[src/rtl/text_overlay_pkg.sv]
// Shared constants and types for the text overlay renderer.
// Latency: n/a (declarations only).
// Backpressure: n/a (declarations only).
package text_overlay_pkg;

  localparam int GLYPH_W = 8;
  localparam int GLYPH_H = 8;

  // Index 15 renders as an empty cell.
  localparam logic [3:0] CHAR_BLANK = 4'hF;

  // 8x8 font, one byte per glyph row, MSB is the leftmost pixel.
  // Glyphs 0..14 are the digits 0-9 and the letters A-E; glyph 15 is blank.
  localparam logic [7:0] FONT [16][8] = '{
    '{8'h3C, 8'h66, 8'h6E, 8'h76, 8'h66, 8'h66, 8'h3C, 8'h00},
    '{8'h18, 8'h38, 8'h18, 8'h18, 8'h18, 8'h18, 8'h7E, 8'h00},
    '{8'h3C, 8'h66, 8'h06, 8'h0C, 8'h30, 8'h60, 8'h7E, 8'h00},
    '{8'h3C, 8'h66, 8'h06, 8'h1C, 8'h06, 8'h66, 8'h3C, 8'h00},
    '{8'h0C, 8'h1C, 8'h3C, 8'h6C, 8'h7E, 8'h0C, 8'h0C, 8'h00},
    '{8'h7E, 8'h60, 8'h7C, 8'h06, 8'h06, 8'h66, 8'h3C, 8'h00},
    '{8'h1C, 8'h30, 8'h60, 8'h7C, 8'h66, 8'h66, 8'h3C, 8'h00},
    '{8'h7E, 8'h06, 8'h0C, 8'h18, 8'h30, 8'h30, 8'h30, 8'h00},
    '{8'h3C, 8'h66, 8'h66, 8'h3C, 8'h66, 8'h66, 8'h3C, 8'h00},
    '{8'h3C, 8'h66, 8'h66, 8'h3E, 8'h06, 8'h0C, 8'h38, 8'h00},
    '{8'h18, 8'h3C, 8'h66, 8'h66, 8'h7E, 8'h66, 8'h66, 8'h00},
    '{8'h7C, 8'h66, 8'h66, 8'h7C, 8'h66, 8'h66, 8'h7C, 8'h00},
    '{8'h3C, 8'h66, 8'h60, 8'h60, 8'h60, 8'h66, 8'h3C, 8'h00},
    '{8'h78, 8'h6C, 8'h66, 8'h66, 8'h66, 8'h6C, 8'h78, 8'h00},
    '{8'h7E, 8'h60, 8'h60, 8'h7C, 8'h60, 8'h60, 8'h7E, 8'h00},
    '{8'h00, 8'h00, 8'h00, 8'h00, 8'h00, 8'h00, 8'h00, 8'h00}
  };

  // Stage-1 pipeline word: everything stage 2 needs to composite one pixel.
  typedef struct packed {
    logic       hit;   // pixel lies inside a text row band
    logic [2:0] grow;  // glyph row within the band
    logic [3:0] chr;   // character index (CHAR_BLANK when no cell / hidden)
    logic [2:0] xlo;   // pixel column within the cell
    logic [2:0] vid;   // underlay pixel, delayed to stay aligned
    logic [2:0] fg;    // glyph colour, delayed with its pixel
  } s1_t;

endpackage

[src/rtl/text_overlay_glyph_rom.sv]
// Combinational 16x8 glyph lookup: character + row -> 8 pixel bits.
// Latency: 0 cycles (pure lookup).
// Backpressure: none; output follows inputs.
import text_overlay_pkg::*;

module char_glyph_rom (
  input  logic [3:0] chr,
  input  logic [2:0] rownum,
  output logic [7:0] pixels
);

  // Table lookup into the shared font.
  always_comb pixels = FONT[chr][rownum];

endmodule

[src/rtl/text_overlay.sv]
// Text overlay: draws N_ROWS x N_CHARS glyph cells over the video underlay.
// Latency: 2 clk from x/y/vid_rgb to out_R/G/B and busy.
// Backpressure: none; one pixel accepted and produced every clock.
import text_overlay_pkg::*;

module text_overlay #(
  parameter int N_CHARS      = 8,
  parameter int N_ROWS       = 2,
  parameter int ROW_Y0       = 200,
  parameter int ROW_PITCH    = 9,
  parameter int COL0         = 1,
  parameter int COL_STEP     = 2,
  parameter int TRANSPARENT  = 0,
  parameter int BLINK_FRAMES = 30
) (
  input  logic                        clk,
  input  logic                        rst,
  input  logic                        newframe,
  input  logic [9:0]                  x,
  input  logic [9:0]                  y,
  input  logic [4*N_CHARS*N_ROWS-1:0] line,
  input  logic [N_ROWS-1:0]           blink_mask,
  input  logic [2:0]                  fg_rgb,
  input  logic [2:0]                  vid_rgb,
  output logic                        out_R,
  output logic                        out_G,
  output logic                        out_B,
  output logic                        busy
);

  localparam int LINE_W = 4 * N_CHARS * N_ROWS;
  // A one-frame half-period still needs a 1-bit counter to hold the wrap value.
  localparam int CNT_W = (BLINK_FRAMES > 1) ? $clog2(BLINK_FRAMES) : 1;
  localparam logic [CNT_W-1:0] CNT_LAST = CNT_W'(BLINK_FRAMES - 1);

  logic [LINE_W-1:0] snap_line;
  logic [N_ROWS-1:0] snap_blink;
  logic [CNT_W-1:0]  frame_cnt;
  logic              blink_hidden;
  s1_t               s1_d;
  s1_t               s1_q;
  logic [7:0]        glyph_bits;
  logic              pix_on;
  logic [2:0]        pix_rgb;

  // Frame-synchronous copy of the text buffer; all-ones resets every cell to blank.
  always_ff @(posedge clk or posedge rst) begin
    if (rst) begin
      snap_line  <= '1;
      snap_blink <= '0;
    end else if (newframe) begin
      snap_line  <= line;
      snap_blink <= blink_mask;
    end
  end

  // Blink half-period counter; phase flips each time the counter wraps.
  always_ff @(posedge clk or posedge rst) begin
    if (rst) begin
      frame_cnt    <= '0;
      blink_hidden <= 1'b0;
    end else if (newframe) begin
      if (frame_cnt == CNT_LAST) begin
        frame_cnt    <= '0;
        blink_hidden <= ~blink_hidden;
      end else begin
        frame_cnt <= frame_cnt + 1'b1;
      end
    end
  end

  // Stage 1 decode: row band, glyph row and character index for this pixel.
  // Rows are scanned from the top index down so the lowest matching row wins.
  always_comb begin
    s1_d     = '0;
    s1_d.chr = CHAR_BLANK;
    s1_d.xlo = x[2:0];
    s1_d.vid = vid_rgb;
    s1_d.fg  = fg_rgb;
    for (int r = N_ROWS - 1; r >= 0; r--) begin
      if ((int'(y) >= ROW_Y0 + r * ROW_PITCH) &&
          (int'(y) <  ROW_Y0 + r * ROW_PITCH + GLYPH_H)) begin
        s1_d.hit  = 1'b1;
        s1_d.grow = 3'(int'(y) - (ROW_Y0 + r * ROW_PITCH));
        s1_d.chr  = CHAR_BLANK;
        for (int k = 0; k < N_CHARS; k++) begin
          if (int'(x[9:3]) == COL0 + k * COL_STEP) begin
            s1_d.chr = snap_line[4 * (r * N_CHARS + k) +: 4];
          end
        end
        if (blink_hidden && snap_blink[r]) begin
          s1_d.chr = CHAR_BLANK;
        end
      end
    end
  end

  // Stage 1 register.
  always_ff @(posedge clk or posedge rst) begin
    if (rst) s1_q <= '0;
    else     s1_q <= s1_d;
  end

  char_glyph_rom u_rom (
    .chr    (s1_q.chr),
    .rownum (s1_q.grow),
    .pixels (glyph_bits)
  );

  // Stage 2 compositing: glyph colour, background, or plain underlay.
  always_comb begin
    pix_on  = glyph_bits[3'd7 - s1_q.xlo];
    pix_rgb = s1_q.vid;
    if (s1_q.hit) begin
      if (pix_on)                pix_rgb = s1_q.fg;
      else if (TRANSPARENT == 0) pix_rgb = 3'b000;
    end
  end

  // Stage 2 register drives the pixel outputs.
  always_ff @(posedge clk or posedge rst) begin
    if (rst) begin
      {out_R, out_G, out_B} <= 3'b000;
      busy                  <= 1'b0;
    end else begin
      {out_R, out_G, out_B} <= pix_rgb;
      busy                  <= s1_q.hit;
    end
  end

endmodule

[config.mk]
export PLATFORM = sky130hd
export DESIGN_NAME = text_overlay
export DESIGN_NICKNAME = d
export VERILOG_FILES = /design/src/rtl/text_overlay_pkg.sv /design/src/rtl/text_overlay_glyph_rom.sv /design/src/rtl/text_overlay.sv
export SDC_FILE = /design/constraint.sdc
export NUM_CORES = 1
export LEC_CHECK = 0
export ABC_AREA = 1
export ABC_CLOCK_PERIOD_IN_PS = 4750
export CAP_MARGIN = 20
export CORE_MARGIN = 10
export CORE_UTILIZATION = 55
export DETAILED_ROUTE_END_ITERATION = 16
export GPL_TIMING_DRIVEN = 0
export PLACE_DENSITY = 0.84
export SLEW_MARGIN = 20
export SYNTH_ARGS = -nofsm -noshare
export SYNTH_HDL_FRONTEND = slang
export SYNTH_SLANG_ARGS = --single-unit
[constraint.sdc]
create_clock -name clk -period 4.75 [get_ports clk]
set_input_delay 0.95 -clock clk [delete_from_list [all_inputs] [get_ports clk]]
set_output_delay 0.95 -clock clk [all_outputs]
set_load 0.02 [all_outputs]
## Word-level counts from Yosys, hierarchy flattened

Memory sizes are Yosys's and may differ from the RTL's.
Index checks and enable logic that the tools add are counted.

| operators by class | value |
|---|---|
| add/subtract/negate cells | 4 |
| multiply operators | 0 |
| div/mod/pow operators | 0 |
| order comparisons | 7 |
| equal/unequal tests | 9 |
| shift-type cells | 0 |
| muxes and demuxes | 30 |
| bitwise operators | 3 |
| reductions and logical operators | 5 |

Operators with widths:

| cell | count |
|---|---|
| $mux 64 | 2 |
| $mux 4 | 18 |
| $mux 8 | 4 |
| $eq 7x5->1 const B | 4 |
| $bmux 8 s3 | 1 |
| $ge 10x8->1 const B | 2 |
| $lt 10x8->1 const B | 2 |
| $eq 7x4->1 const B | 2 |
| $eq 7x2->1 const B | 1 |
| $eq 7x3->1 const B | 1 |
| $mux 3 | 2 |
| $sub 3x1->3 const B | 2 |
| $add 5x1->5 const B | 1 |
| $eq 5x5->1 const B | 1 |
| $ge 5x5->1 const B | 1 |
| $mux 5 | 1 |
| $not 4->5 | 1 |
| $ge 4x4->1 const B | 1 |
| $logic_and 1x1->1 | 4 |
| $lt 3x4->1 const B | 1 |
| $not 3->4 | 1 |
| $bmux 1 s3 | 1 |
| $sub 3x3->3 const A | 1 |
| $reduce_and 2->1 | 1 |
| other kinds (2) | 2 |

| storage, ports and cells | value |
|---|---|
| flip-flop bits (word level) | 93 |
| bits in latches | 0 |
| RAM bits | 0 |
| bits in read-only memories | 1,024 |
| input port bits | 95 |
| output and inout port bits | 4 |
| memories | 1 |

Memory list:

| name | depth | width | read ports | clocked after Yosys merged registers in | write ports | RTL line | source |
|---|---|---|---|---|---|---|---|
| (no name shown) | 16 | 64 | 1 | 0 | 0 | text_overlay_glyph_rom.sv:13 | `always_comb pixels = FONT[chr][rownum];` |

## Logic depth before layout (Yosys ltp)

Gate-level depths: netlist of run 1.

| logic depth | value |
|---|---|
| depth after elaboration | 12 |
| gate-level depth with buffers | 16 |
| mapped depth without buffers | 16 |

## By module

Synthesis of run 1 repeated with hierarchy kept, for this count alone.

| second synthesis, totals | value |
|---|---|
| cells, all modules | 741 |
| area, all modules | 5,393.9 um2 |

By module, submodules not included:

| module | instances | cells an instance | area each (um2) | sequential area each (um2) |
|---|---|---|---|---|
| text_overlay | 1 | 517 | 4,347.9 | 2,407.3 |
| char_glyph_rom | 1 | 224 | 1,046.0 | 0.0 |

## Worst setup path after synthesis of run 1

Ideal clock, no wire load.

| path | value |
|---|---|
| path kind | input-to-reg |
| start | input y[1] |
| end | register s1_q[11] in the netlist's numbering |
| library setup time | 113 ps |
| arrival time | 1,992 ps |
| setup slack | 2,645 ps |
| cell stages on the path | 10 |
| path buffers | 0 |
| path through | inv_1 ha_1 inv_1 o21ai_0 and3_1 o21ai_0 a21oi_1 nand2_1 nand2_1 inv_1 |

RTL lines:

| element | RTL line | source |
|---|---|---|
| start: declaration | text_overlay.sv:20 | `input logic [9:0] y,` |
| end signal: assignment | text_overlay.sv:100 | `if (rst) s1_q <= '0;` |
| end signal: assignment | text_overlay.sv:101 | `else s1_q <= s1_d;` |
| end: declaration | text_overlay.sv:41 | `s1_t s1_q;` |

==> impl_metrics.yaml, run 1 <==
run_status:
  status: "completed"
routing:
  viasPerCell: 5.361
  drc: 0
  wl_mm: 15.61
  vias: 5248
  wl_per_cell_um: 15.94
  drt-initial-drc-count: 379
  drtPass1Iterations: 5
  antenna_left: 0
clock_network:
  numClockSinks: 93
  clkTransAtPathRegs_ns: 0.09
  cts_hold_buf: 0
  postCtsSetupRepairBufs: 0
  postCtsResizedCells: 0
  clock_path_buffers: 2
  clk_latency_ns: 0.36
  cts_buffers: 9
  cts.htree.levels: 3
  tritoncts: "done"
  cts-root-buf: "clkbuf_8"
worst_setup_path:
  slowest_delay_ns: 0.57
  cpMaxStageDelayCell: "clkdlybuf4s50_1"
  start_kind: "input pin"
  crit_start: "x[6]"
  end_kind: "flop"
  cp_data_arrival_time_ns: 2.96
  cp.required_ns: 5.04
  path_cells: "clkdlybuf4s50_1 -> inv_1 -> nand2_1 -> nor2_1 -> nand2_1 -> o21ai_0 -> o21ai_0 -> nand3_1 -> nand2_1 -> nand2_1 -> nand2_1 -> nand2_1 -> inv_1"
  path_delay_family: "simple AND/OR/NAND/NOR gates"
  cpMostUsedCell: "nand2_1"
  worstPathBufferInverterCount: 3
  path_class: "input pin to flop"
  cp_max_fo: 8
  r2r_start: "s1_q[10]"
placement:
  gp_congestion: 0.9731
  dp_hpwl_mm: 12.36
  portBuffers: 97
synthesis:
  synth_top_area_share_pct: 31.67
  yosysWarnings: 0
  synthMuxAreaShare_pct: 0
  synthesis.area_um2: 5310
  synth_nets: 844
  synth_area_leaders: "dfstp_2 32%, nand2_1 20%, dfrtp_1 14%, o21ai_0 6.4%, inv_1 5.6%"
  synth_compound_area_share_pct: 9.590
  ys_ff_latch: 93
  synth_top_family_by_area: "simple AND/OR/NAND/NOR gates"
  synth_area_per_cell_um2: 7.215
  synth_xor_area_share_pct: 0.4948
  synth-simple-area-share_pct: 32.89
  ys_seq_area_share_pct: 45.33
  synth_top_cell_by_area: "dfstp_2"
  ys_types: 32
  syn_inst: 736
  async_flop_share_pct: 100.0
  synth_enable_flop_cells: 0
  synth_ff_type: "dfstp_2"
  synthAdderAreaFrac_pct: 3.063
sta:
  fin_setup_tns_ns: 0
  whs_ns: 0.4661
  setup_viol: 0
  hold_viol_final: 0
  rsz0062_at_grt: "no"
  fmax_mhz: 374.6
  finalMaxSlewViolations: 0
  max-slew-margin-rel_pct: 53.23
  worst_pin_slew_ns: 0.6942
  fin_worst_skew_ns: 0.01179
  fin_crit_sh_pct: 56.21
  period_needed_ns: 2.670
finish:
  utilization_pct: 71.68
  antenna_cells: 0
  layout_common_cells: "288 x nand2_1, 97 x clkdlybuf4s50_1, 78 x inv_1"
  nFillCells: 784
  layout_commonest_cell: "nand2_1"
  drive_gt1_share_pct: 12.71
  fin_nets: 953
  syn_to_final_growth_pct: 25.92
global_route:
  grt_first_pass_wirelength_mm: 25.90
  antenna_found_initial: 0
  grt_max_degree: 55
  grt_pass1_vias: 5441
  track_usage_pct: 22.15
  grt_overflow: 0
hold_path:
  min_path_type: "flop to flop"
  worstHoldStart: "snap_line[3]"
power:
  irDropWorstVdd_uv: 200.8
  pwr_density_cell_nw_per_um2: 271.8
  p_leak_nw: 3.155
job:
  drv_cap: 0
floorplan:
  coreArea_um2: 9328
  die_area_um2: 13990
  die-height_um: 118.3
  die_w_um: 118.3
  rows: 35
  initial_core_util_pct: 56.93
  ios: 99
==> flip-flops by register name (all words and copies together) (netlist names) <==
name,flops
blink_hidden,1
s1_q,17
busy,1
snap_line,64
out_B,1
frame_cnt,5
out_G,1
out_R,1
snap_blink,2
==> cell usage after synthesis, types with 3 or more instances <==
master / instances
nand3_2: 5
buf_1: 5
nor3_1: 8
nor2_2: 3
nand3_1: 55
buf_6: 3
buf_2: 5
inv_1: 79
inv_2: 4
o21ai_0: 68
nand4_1: 14
dfrtp_1: 29
ha_1: 13
nor2_1: 34
a21oi_1: 24
clkbuf_1: 12
o22ai_1: 6
nand2_1: 288
dfstp_2: 64
==> through the flow <==
| stage | cells | total power [mW] | setup WS (ns) | instance area (um2) |
|---|---|---|---|---|
| finish | 979 | 1.817 | 2.080 | 6686 |
| global route | 979 | 1.901 | 1.943 | 6686 |
| CTS | 979 | 1.819 | 2.130 | 6686 |
| detailed placement | 963 | 1.232 | 1.765 | 6465 |
| global placement | 962 | 1.212 | 0.2402 | 6442 |
| floorplan | 736 | 1.090 | 1.486 | 5310 |
==> metal layers <==
layer / share of wire (%) / track usage (%) / wire length (um)
met5: 0 / 0 / 0
met1: 39 / 24.66 / 6158
met4: 5.2 / 12.75 / 810
met3: 5.6 / 4.855 / 874
met2: 50 / 38.25 / 7765
==> cell families (layout without fill, tap and decap cells) <==
logic type | Yosys count | in the layout
AOI/OAI and AO/OA | 100 | 100
adders and majority gates | 13 | 13
buffers and inverters | 112 | 226
and+or+nand+nor | 415 | 415
DFF | 93 | 93
xor gates and xnor gates | 3 | 3
==> final timing paths <==
path,to,slack (ns),depth (start not counted)
max in group asynchronous,snap_line[51],3.00,3
max,s1_q[9],2.08,13
max reg2reg,out_G,2.51,16
min in group asynchronous,s1_q[3],1.03,2
min reg2reg,snap_line[3],0.47,2
min,snap_line[3],0.47,2
==> report_power, final <==
part / internal (mW) / switching (mW)
sequential: 0.906 / 0.0452
combinational: 0.129 / 0.142
clock: 0.302 / 0.293
total: 1.34 / 0.480
==> layout make-up <==
cell class	count	area [um2]	share of cell area, %
multi-input combinational	531	2445	36.56
sequential	93	2407	36.00
timing repair buffer	98	991.0	14.82
inverter	84	317.8	4.753
tap	129	161.4	2.414
buffer	28	142.6	2.133
clock buffer	10	127.6	1.909
clock inverter	6	93.84	1.403
==> worst reg2reg max path, cell delays in order, from the launching register on <==
cell and delay [ns]:
dfrtp_1 0.48, inv_1 0.22, ha_1 0.28, nor2_1 0.19
inv_1 0.08, nand2_1 0.06, nand2_1 0.10, nand3_1 0.10
nand2_1 0.06, nand2_1 0.13, nand2_1 0.06, nand3_1 0.06
nand2_1 0.06, nand2_1 0.06, nand2_1 0.08, nand3_1 0.09
nand2_1 0.06
No activity file was read; power rests on OpenSTA's default activity.
==> inputs of run 2 (changes only) <==
--- a/config.mk
+++ b/config.mk
@@ -6,13 +6,13 @@
 export NUM_CORES = 1
 export LEC_CHECK = 0
 export ABC_AREA = 1
-export ABC_CLOCK_PERIOD_IN_PS = 4750
+export ABC_CLOCK_PERIOD_IN_PS = 2400
 export CAP_MARGIN = 20
 export CORE_MARGIN = 10
-export CORE_UTILIZATION = 55
+export CORE_UTILIZATION = 48
 export DETAILED_ROUTE_END_ITERATION = 16
 export GPL_TIMING_DRIVEN = 0
-export PLACE_DENSITY = 0.84
+export PLACE_DENSITY = 0.77
 export SLEW_MARGIN = 20
 export SYNTH_ARGS = -nofsm -noshare
 export SYNTH_HDL_FRONTEND = slang
==> constraint.sdc (replaced) <==
create_clock -name clk -period 2.4 [get_ports clk]
set_input_delay 0.48 -clock clk [delete_from_list [all_inputs] [get_ports clk]]
set_output_delay 0.48 -clock clk [all_outputs]
set_load 0.02 [all_outputs]
==> run 2 against run 1 <==
Net effect:
- worst hold slack worse by 0.019 ns
- combinational power is 96% higher
- design area is 0.24% lower
- largest cell class unchanged
- cell count is 1.2% higher
==> impl_metrics.yaml, run 2 (synthesis results as in run 1) <==
floorplan:
  die_area_um2: 15670
  die_w_um: 125.2
  ios: 99
  rows: 38
  coreArea_um2: 10840
  initial_core_util_pct: 48.98
  die-height_um: 125.2
global_route:
  grt_overflow: 0
  track_usage_pct: 19.33
  grt_pass1_vias: 5331
  antenna_found_initial: 0
  grt_first_pass_wirelength_mm: 25.39
  grt_max_degree: 35
finish:
  nFillCells: 1023
  layout_commonest_cell: "nand2_1"
  largest_register_ff_count: 64
  utilization_pct: 61.53
  drive_gt1_share_pct: 12.81
  fin_nets: 954
  antenna_cells: 0
  stdcell_area_um2: 6670
  regMostFlops: "snap_line"
  layout_common_cells: "288 x nand2_1, 97 x clkdlybuf4s50_1, 77 x inv_1"
  syn_to_final_growth_pct: 25.61
  final_cell_count_no_fill: 991
  largest_registers: "snap_line (64), s1_q (17), frame_cnt (5)"
clock_network:
  numClockSinks: 93
  clk_latency_ns: 0.36
  clock_path_buffers: 2
  clkTransAtPathRegs_ns: 0.09
  cts_hold_buf: 0
  cts.htree.levels: 3
  tritoncts: "done"
  cts_buffers: 9
  cts-root-buf: "clkbuf_8"
sta:
  setup_viol: 0
  fmax_mhz: 462.4
  hold_viol_final: 0
  rsz0062_at_grt: "no"
  fin_crit_sh_pct: 90.12
  worst_pin_slew_ns: 0.7156
  fin_worst_skew_ns: 0.01345
  period_needed_ns: 2.163
  finalMaxSlewViolations: 0
  max-slew-margin-rel_pct: 51.79
worst_setup_path:
  r2r_cells: 14
  path_class: "flop to flop"
  start_kind: "flop"
  cpMaxStageDelayCell: "dfrtp_1"
  end_kind: "flop"
  path_cells: "inv_2 -> ha_1 -> inv_1 -> nand2_1 -> nand3_1 -> nand3_1 -> nand3_1 -> nand3_1 -> nand2_1 -> nor2_1 -> nor2_1 -> nand2_1 -> nand3_1 -> nand2_1"
  cp_data_arrival_time_ns: 2.42
  cp.required_ns: 2.66
  slowest_delay_ns: 0.49
  cpMostUsedCell: "nand3_1"
  cp_max_fo: 9
routing:
  dr_wl_met3_um: 947
  wl_mm: 15.18
  drtPass1Iterations: 5
  drc: 0
  viasPerCell: 5.260
  wl_per_cell_um: 15.32
  antenna_left: 0
  vias: 5213
  drt-initial-drc-count: 367
  met1_length_mm: 6.053
  highest_layer: "met4"
  wl_met2_mm: 7.583
placement:
  gp_congestion: 0.9106
  place_inst: 975
  place_area_um2: 6500
  dp_hpwl_mm: 12.20
  portBuffers: 97
hold_path:
  min_path_type: "flop to flop"
  hold_depth: 0
job:
  drv_cap: 0
run_status:
  status: "completed"
power:
  power_mw: 3.343
  irDropWorstVdd_uv: 279.7
  pwr_density_cell_nw_per_um2: 501.2
  p_leak_nw: 3.137
run 2: area by class of cell:
type / instances / area [um2] / area share (%)
timing repair buffer: 99 / 1011 / 15.16
multi-input combinational: 531 / 2445 / 36.65
buffer: 28 / 142.6 / 2.138
sequential: 93 / 2409 / 36.11
inverter: 84 / 319.1 / 4.783
tap: 140 / 175.2 / 2.626
clock buffer: 13 / 148.9 / 2.232
clock inverter: 3 / 20.02 / 0.3001
run 2: repair_timing:
action                                  4_1_cts  5_1_grt
gates resized for setup                       0        2
endpoints found under the setup margin        0        3
setup buffers                                 0        0
run 2: report_power, final:
group          switching, mW  leakage (nW)  internal (mW)
Clock                  0.525        0.0879          0.408
Sequential            0.0889          1.01           1.79
Combinational          0.269          2.04          0.258
run 2: worst paths after layout:
path	start	to	slack, ns
setup / recovery	s1_q[10]	out_G	0.24
hold / removal	s1_q[16]	busy	0.45
setup reg to reg	s1_q[10]	out_G	0.24
hold reg to reg	s1_q[16]	busy	0.45
max in group asynchronous	rst	snap_line[13]	0.95
min in group asynchronous	rst	s1_q[14]	0.56
run 2: per-stage QoR:
stage	setup slack (ns)	setup TNS [ns]	hold slack, ns
6_report	0.2371	0	0.4471
5_1_grt	0.02757	0	0.4600
4_1_cts	0.1677	0	0.4490
3_5_place_dp	-0.04026	-0.1026	0.4380
3_3_place_gp	-0.06151	-1.585	0.4365
2_1_floorplan	0.5745	0	0.4127
run 2: worst max-delay path: cells and delay by family, from the launching register on:
kind / cells / cell delay (ns)
buf+inv: 2 / 0.29
flops: 1 / 0.49
fa+ha+maj: 1 / 0.36
simple gates: 11 / 0.91
run 2: layer usage:
metal	vias up	GRT usage (%)
li1	2549	-
met3	38	4.267
met5	-	0
met2	187	33.97
met1	2439	21.63
met4	0	9.417
==> inputs of run 3 (changes only) <==
--- a/config.mk
+++ b/config.mk
@@ -13,7 +13,7 @@
 export DETAILED_ROUTE_END_ITERATION = 16
 export GPL_TIMING_DRIVEN = 0
 export PLACE_DENSITY = 0.77
-export SLEW_MARGIN = 20
+export REMOVE_ABC_BUFFERS = 1
 export SYNTH_ARGS = -nofsm -noshare
 export SYNTH_HDL_FRONTEND = slang
 export SYNTH_SLANG_ARGS = --single-unit
==> run 3 against run 2 <==
Net effect:
- flip-flop and latch count did not move
- register-to-register slack lost 0.05 ns
- sequential power about the same
- die area did not move
- wire length down 5.5%
- worst setup slack worse by 0.048 ns
- non-clock buffer count is 26 lower
- critical path type unchanged
==> impl_metrics.yaml, run 3 (synthesis results as in run 1) <==
finish:
  stdcell_area_um2: 6589
  syn_to_final_growth_pct: 24.08
  fin_nets: 929
  nFillCells: 971
  antenna_cells: 0
  utilization_pct: 60.78
  layout_common_cells: "288 x nand2_1, 97 x clkdlybuf4s50_1, 76 x inv_1"
  drive_gt1_share_pct: 12.83
  largest_register_ff_count: 64
  layout_commonest_cell: "nand2_1"
  largest_registers: "snap_line (64), s1_q (17), frame_cnt (5)"
  regMostFlops: "snap_line"
placement:
  dp_hpwl_mm: 10.59
  portBuffers: 98
  gp_congestion: 0.8736
  dpl_worst_slack_ns: -0.1972
  place_area_um2: 6351
job:
  drv_cap: 0
sta:
  period_needed_ns: 2.211
  setup_viol: 0
  fin_worst_skew_ns: 0.01099
  fin_setup_tns_ns: 0
  rsz0062_at_grt: "no"
  fmax_mhz: 452.3
  hold_viol_final: 0
  timing.final.ws_setup_ns: 0.1889
  finalMaxSlewViolations: 0
  fin_crit_sh_pct: 92.13
  worst_pin_slew_ns: 0.9228
  max-slew-margin-rel_pct: 38.48
worst_setup_path:
  cpMaxStageDelayCell: "dfrtp_2"
  cpMostUsedCell: "nand3_1"
  r2r_start: "s1_q[10]"
  end_kind: "flop"
  worstPathBufferInverterCount: 2
  slowest_delay_ns: 0.48
  crit_start: "s1_q[10]"
  path_class: "flop to flop"
  cp_max_fo: 8
  start_kind: "flop"
  path_delay_family: "simple AND/OR/NAND/NOR gates"
  cp_data_arrival_time_ns: 2.47
  cp.required_ns: 2.66
  path_cells: "clkinvlp_4 -> ha_1 -> inv_1 -> nand2_1 -> nand3_1 -> nand3_1 -> nand3_1 -> nand3_1 -> nand2_1 -> nor2_1 -> nor2_1 -> nand2_1 -> nand3_1 -> nand2_1"
floorplan:
  die_area_um2: 15670
  coreArea_um2: 10840
  die-height_um: 125.2
  ios: 99
  initial_core_util_pct: 48.98
  rows: 38
  die_w_um: 125.2
clock_network:
  cts_buffers: 9
  clkTransAtPathRegs_ns: 0.09
  numClockSinks: 93
  cts_hold_buf: 0
  clock_path_buffers: 2
  tritoncts: "done"
  cts.htree.levels: 3
  cts-root-buf: "clkbuf_8"
  clk_latency_ns: 0.37
global_route:
  antenna_found_initial: 0
  grt_max_degree: 111
  grt_overflow: 0
  grt_pass1_vias: 4997
  track_usage_pct: 17.58
  grt_first_pass_wirelength_mm: 23.26
routing:
  viasPerCell: 5.230
  drt-initial-drc-count: 428
  antenna_left: 0
  drc: 0
  wl_per_cell_um: 14.85
  drtPass1Iterations: 5
  wl_mm: 14.34
  vias: 5052
power:
  p_clk_share_pct: 30.9
  power_mw: 3.460
  p_leak_nw: 3.081
  power.internal_mw: 2.571
  sw_frac_of_total_pct: 25.71
  seqPwrFrac_pct: 54.3
  power_frac_comb_pct: 14.8
  pwr_density_cell_nw_per_um2: 525.2
  switching_power_mw: 0.8897
  irDropWorstVdd_uv: 314.7
hold_path:
  min_path_type: "input pin to async pin"
run_status:
  status: "completed"
[run 3: timing repair]
item	CTS	global route
setup buffers	0	2
endpoints found under the setup margin	0	4
resized for setup	0	5
[run 3: worst register-to-register path: stages, from the launching register on]
cell and delay, ns:
dfrtp_2 0.48, clkinvlp_4 0.21, ha_1 0.37, inv_1 0.15
nand2_1 0.09, nand3_1 0.11, nand3_1 0.10, nand3_1 0.11
nand3_1 0.08, nand2_1 0.06, nor2_1 0.03, nor2_1 0.08
nand2_1 0.09, nand3_1 0.08, nand2_1 0.06
[run 3: stage by stage]
| stage | hold WS [ns] | instances |
|---|---|---|
| 6_report | 0.4333 | 966 |
| 3_5_place_dp | 0.4387 | 947 |
| 2_1_floorplan | 0.4127 | 708 |
| 3_3_place_gp | 0.4352 | 946 |
| 4_1_cts | 0.4353 | 963 |
| 5_1_grt | 0.4529 | 966 |
[run 3: path summary, 6_finish.rpt]
path / slack [ns] / to / cells after the start
hold reg to reg: 0.46 / out_R / 2
max in group asynchronous: 1.29 / snap_line[42] / 3
setup / recovery: 0.19 / out_G / 14
hold / removal: 0.43 / s1_q[2] / 2
setup reg to reg: 0.19 / out_G / 14
min in group clk: 0.46 / out_R / 2
[run 3: routing by layer]
layer | wire (um) | share of wire [%] | track usage (%) | vias up
met1 | 6023 | 42 | 21.00 | 2352
met2 | 6975 | 49 | 29.62 | 175
li1 | - | - | - | 2499
met4 | 371 | 2.6 | 6.707 | 0
met3 | 972 | 6.8 | 4.605 | 26
met5 | 0 | 0 | 0 | -
[run 3: final cells by class]
type	instances	area, um2	area share (%)
Sequential cell	93	2411	36.59
Clock inverter	2	12.51	0.1899
Tap cell	140	175.2	2.659
Clock buffer	14	193.9	2.943
Timing Repair inverter	1	5.005	0.07596
Timing Repair Buffer	101	1021	15.50
Inverter	84	325.3	4.937
Multi-Input combinational cell	531	2445	37.11
[run 3: power groups by stage]
| stage | combinational, mW | sequential (mW) | clock [mW] |
|---|---|---|---|
| 2_1_floorplan | 0.250 | 1.89 | 0 |
| 3_3_place_gp | 0.494 | 1.90 | 0 |
| 3_5_place_dp | 0.519 | 1.90 | 0 |
| 4_1_cts | 0.520 | 1.88 | 1.08 |
| 5_1_grt | 0.581 | 1.90 | 1.14 |
| 6_report | 0.514 | 1.88 | 1.07 |
